`config.mk`:
```
export PLATFORM = sky130hd
export DESIGN_NAME = seq_divider
export DESIGN_NICKNAME = d
export VERILOG_FILES = /design/src/rtl/seq_divider.sv
export SDC_FILE = /design/constraint.sdc
export NUM_CORES = 1
export LEC_CHECK = 0
export ABC_AREA = 1
export CORE_AREA = 10 10 99 101
export CTS_CLUSTER_DIAMETER = 50
export DETAILED_ROUTE_END_ITERATION = 7
export DIE_AREA = 0 0 109 111
export MAX_ROUTING_LAYER = met4
export PLACE_DENSITY = 0.83
export SLEW_MARGIN = 20
export SYNTH_ARGS = -nofsm -noshare
export SYNTH_HDL_FRONTEND = slang
export SYNTH_SLANG_ARGS = --single-unit
```
`constraint.sdc`:
```
create_clock -name clk -period 2 [get_ports clk]
set_clock_uncertainty 0.1 [all_clocks]
set_input_delay 0.4 -clock clk [delete_from_list [all_inputs] [get_ports clk]]
set_output_delay 0.4 -clock clk [all_outputs]
set_load 0.01 [all_outputs]
```
`src/rtl/seq_divider.sv`:
```
// Sequential restoring divider: 16-bit dividend by 8-bit divisor, one quotient
// bit per clock, with enable-level load/run control and a divide-by-zero flag.
module seq_divider (
    input  logic        clk,
    input  logic        rst_n,
    input  logic        enable,
    input  logic [15:0] A,
    input  logic [7:0]  B,
    output logic [15:0] Q,
    output logic [7:0]  R,
    output logic        done,
    output logic        dz
);

    typedef enum logic [1:0] {IDLE, RUN, DONE} state_t;

    state_t      state;
    logic [15:0] a_reg;
    logic [7:0]  b_reg;
    logic [15:0] q_sh;
    logic [8:0]  p;
    logic [4:0]  count;

    logic [8:0]  t;
    logic [8:0]  p_next;
    logic        q_bit;

    // One restoring step: trial-subtract the divisor from the shifted partial remainder.
    always_comb begin
        t      = {p[7:0], q_sh[15]};
        p_next = t;
        q_bit  = 1'b0;
        if (t >= {1'b0, b_reg}) begin
            p_next = t - {1'b0, b_reg};
            q_bit  = 1'b1;
        end
    end

    always_ff @(posedge clk or negedge rst_n) begin
        if (!rst_n) begin
            state <= IDLE;
            a_reg <= '0;
            b_reg <= '0;
            q_sh  <= '0;
            p     <= '0;
            count <= '0;
            Q     <= '0;
            R     <= '0;
            done  <= 1'b0;
            dz    <= 1'b0;
        end else begin
            case (state)
                IDLE: begin
                    if (!enable) begin
                        a_reg <= A;
                        b_reg <= B;
                        Q     <= '0;
                        R     <= '0;
                        done  <= 1'b0;
                        dz    <= 1'b0;
                        count <= '0;
                    end else if (b_reg == 8'd0) begin
                        state <= DONE;
                        Q     <= 16'hFFFF;
                        R     <= a_reg[7:0];
                        dz    <= 1'b1;
                        done  <= 1'b1;
                    end else begin
                        state <= RUN;
                        q_sh  <= a_reg;
                        p     <= '0;
                        count <= '0;
                    end
                end

                RUN: begin
                    if (!enable) begin
                        // Abort: nothing partial ever reaches the outputs.
                        state <= IDLE;
                        a_reg <= A;
                        b_reg <= B;
                        Q     <= '0;
                        R     <= '0;
                        done  <= 1'b0;
                        dz    <= 1'b0;
                        count <= '0;
                    end else begin
                        p     <= p_next;
                        q_sh  <= {q_sh[14:0], q_bit};
                        count <= count + 5'd1;
                        if (count == 5'd15) begin
                            state <= DONE;
                            Q     <= {q_sh[14:0], q_bit};
                            R     <= p_next[7:0];
                            done  <= 1'b1;
                            dz    <= 1'b0;
                        end
                    end
                end

                DONE: begin
                    if (!enable) begin
                        state <= IDLE;
                        a_reg <= A;
                        b_reg <= B;
                        Q     <= '0;
                        R     <= '0;
                        done  <= 1'b0;
                        dz    <= 1'b0;
                        count <= '0;
                    end
                end

                default: state <= IDLE;
            endcase
        end
    end

endmodule

```
==> metrics.yaml <==
fmax_mhz: 497
clkSinkCount: 81
grt_antenna_before_repair: 0
worstSkewPairLatency_ps: 370
path_class: "reg2reg"
grt_max_degree: 37
crit_start: "count[1]"
synth_area_um2: 4270
place_area_um2: 4980
core_area_um2: 7970
final_cell_mix: "nand2_1 (154), dfrtp_1 (81), clkdlybuf4s50_1 (51), inv_1 (50), nor2_1 (25)"
cp-start-kind: "register"
ys_ff_latch: 81
p_seq_share_pct: 29.6
power.density_nw_per_um2: 1680
dieWidth_um: 109
ys_types: 39
die_h_um: 111
pwr-share-comb_pct: 57.8
synth_flop_cell: "dfrtp_1"
hpwl_um: 7530
yosysSeqAreaShare_pct: 47.5
hp-class: "reg2reg"
slew_violations: 0
syn_inst: 491
finalSetupViolCount: 2
clk_pin_slew_ps: 90
drtAntennaViolNets: 0
cp-end-kind: "register"
cts.path.max_buffers: 2
place_ws_ps: -134
syn-num-nets: 533
setup_ws_ps: -13.0
reg2regPathDepth: 11
final_hold_viol_count: 0
wl_um: 11000
port_buffers: 52
via_per_inst: 5.44
ys_async_sr_fraction_pct: 100
post-route-min-period_ps: 2010
avgSynthCellArea_um2: 8.69
start_util_pct: 53.5
gr-total-overflow: 0
reg2reg_slack_ps: -10
area_growth_pct: 27.1
drc: 0
drt_iter0_markers: 288
crit_end: "R[3]"
leakage_nw: 2.62
fin_area_um2: 5420
reg2reg_from: "count[1]"
drive_gt1_share_pct: 19.5
yosys.area.top_type_share_pct: 47.5
vias: 3692
synth_area_leaders: "dfrtp_1 (48%), nand2_1 (14%), inv_1 (4.5%)"
cts_tree: "done"
internal-power_w: 0.00492
slew_headroom_pct: 67.9
grt_use_total_pct: 17.9
yosysWarningCount: 0
gp_congestion: 0.889
worst_slew_pin_slew_ps: 481
violations: "setup timing"
hold_ws_ps: 388
drt_pass1_iterations: 5
num_antenna_cells: 0
cts-buffers-inserted: 9
min_from: "dz"
period_share_pct: 101
cts-root-buf: "clkbuf_8"
fin_nets: 611
crit_fanout: 8
clockPowerShare_pct: 12.6
final_common_cell: "nand2_1"
n_fill_cell: 577
wl_per_cell_um: 16.2
grt_pass1_vias: 3472
ir_drop_v: 0.000840
rsz0062_at_grt: "yes"
cap_violations: 0
p_sw_w: 0.00419
rows: 33
grt_pass1_wl_um: 17000
status: "finished with violations"
cp_data_arrival_time_ps: 2220
yosys.area.top_type: "dfrtp_1"
setup-tns-final_ps: -23.5
dieArea_um2: 12100
cts_htree_levels: 3
p_sw_share_pct: 46.0
timing.rr.end: "R[3]"
synth_edf_count: 0
io_pins: 53
cp.required_ps: 2210
-- cell type report --
class / count / area (µm²) / area share (%)
timing repair buffer: 82 / 807 / 14.9
sequential: 81 / 2030 / 37.4
inverter: 55 / 211 / 3.90
multi-input combinational: 340 / 2060 / 38.0
clock inverter: 6 / 48.8 / 0.900
tap: 105 / 131 / 2.42
clock buffer: 10 / 138 / 2.54
-- worst max-delay path, stage by stage, from the launching register on --
cell	delay [ps]
dfrtp_1	390
ha_2	200
nand2_1	50
nor2_1	120
ha_2	200
nor2_2	60
nor2_4	160
buf_12	150
nand4_4	130
nor2_8	220
nand3_2	90
nand2_1	70
-- power groups by stage --
| stage | registers [W] | clock network [W] | logic [W] |
|---|---|---|---|
| 3_5_place_dp | 0.00269 | 0 | 0.00463 |
| 5_1_grt | 0.00276 | 0.00122 | 0.00580 |
| 6_report | 0.00270 | 0.00115 | 0.00526 |
| 2_1_floorplan | 0.00267 | 0 | 0.00318 |
| 4_1_cts | 0.00266 | 0.00116 | 0.00467 |
| 3_3_place_gp | 0.00267 | 0 | 0.00447 |
-- worst min path at each step --
stage                       to  slack, ps  cells past startpoint
final                       dz        390                      2
after global routing        dz        420                      2
after CTS                   dz        390                      2
after detailed placement  Q[9]        290                      1
after global placement      dz        290                      1
after floorplan           Q[0]          4                      0
-- what timing repair did --
action	CTS	global route
cloned	0	1
buffers inserted	0	9
gates resized for setup	3	37
setup endpoints to repair	3	32
endpoints found under the hold margin	34	0
pin swaps	0	9
hold buffers	1	0
-- kinds of logic (layout without fill, tap and decap cells) --
family                     Yosys count  count (layout)  share of synthesized area [%]
and+or+nand+nor                    240             241                           24.8
DFF                                 81              81                           47.5
buffers and inverters               71             153                           8.10
AOI/OAI and AO/OA                   62              62                           9.50
muxes                               17              17                           4.46
adders and majority gates           15              15                           4.58
xor gates and xnor gates             5               5                           1.03
-- cell usage after synthesis, types with 2 or more instances --
cell type  instances
inv_1             51
buf_8              2
nand3_4            2
o21ai_1            4
nand3_1           27
ha_1              14
a21oi_1           13
xnor2_1            2
buf_6              6
buf_4              2
buf_2              2
dfrtp_1           81
nand2_1          157
xor2_1             3
nand2_2            5
clkbuf_1           4
o211ai_2           8
o21ai_0           19
nor2_1            29
nand4_1           10
a31oi_1           14
inv_2              2
nor2_2             3
mux2_2            16
-- metal layers --
layer,vias to the layer above,track usage [%],wire length [µm]
met1,1762,22.7,4650
met3,32,3.20,590
met4,0,8.00,370
li1,1760,-,-
met5,-,-,0
met2,138,27.1,5410
-- metrics by stage --
step	power, W	cells	util (%)
after floorplan	0.00585	491	-
after global placement	0.00714	652	62.5
after detailed placement	0.00732	652	62.5
after CTS	0.00850	669	65.0
after global routing	0.00978	679	68.0
final	0.00911	679	68.0
No activity file was read; power rests on OpenSTA's default activity.
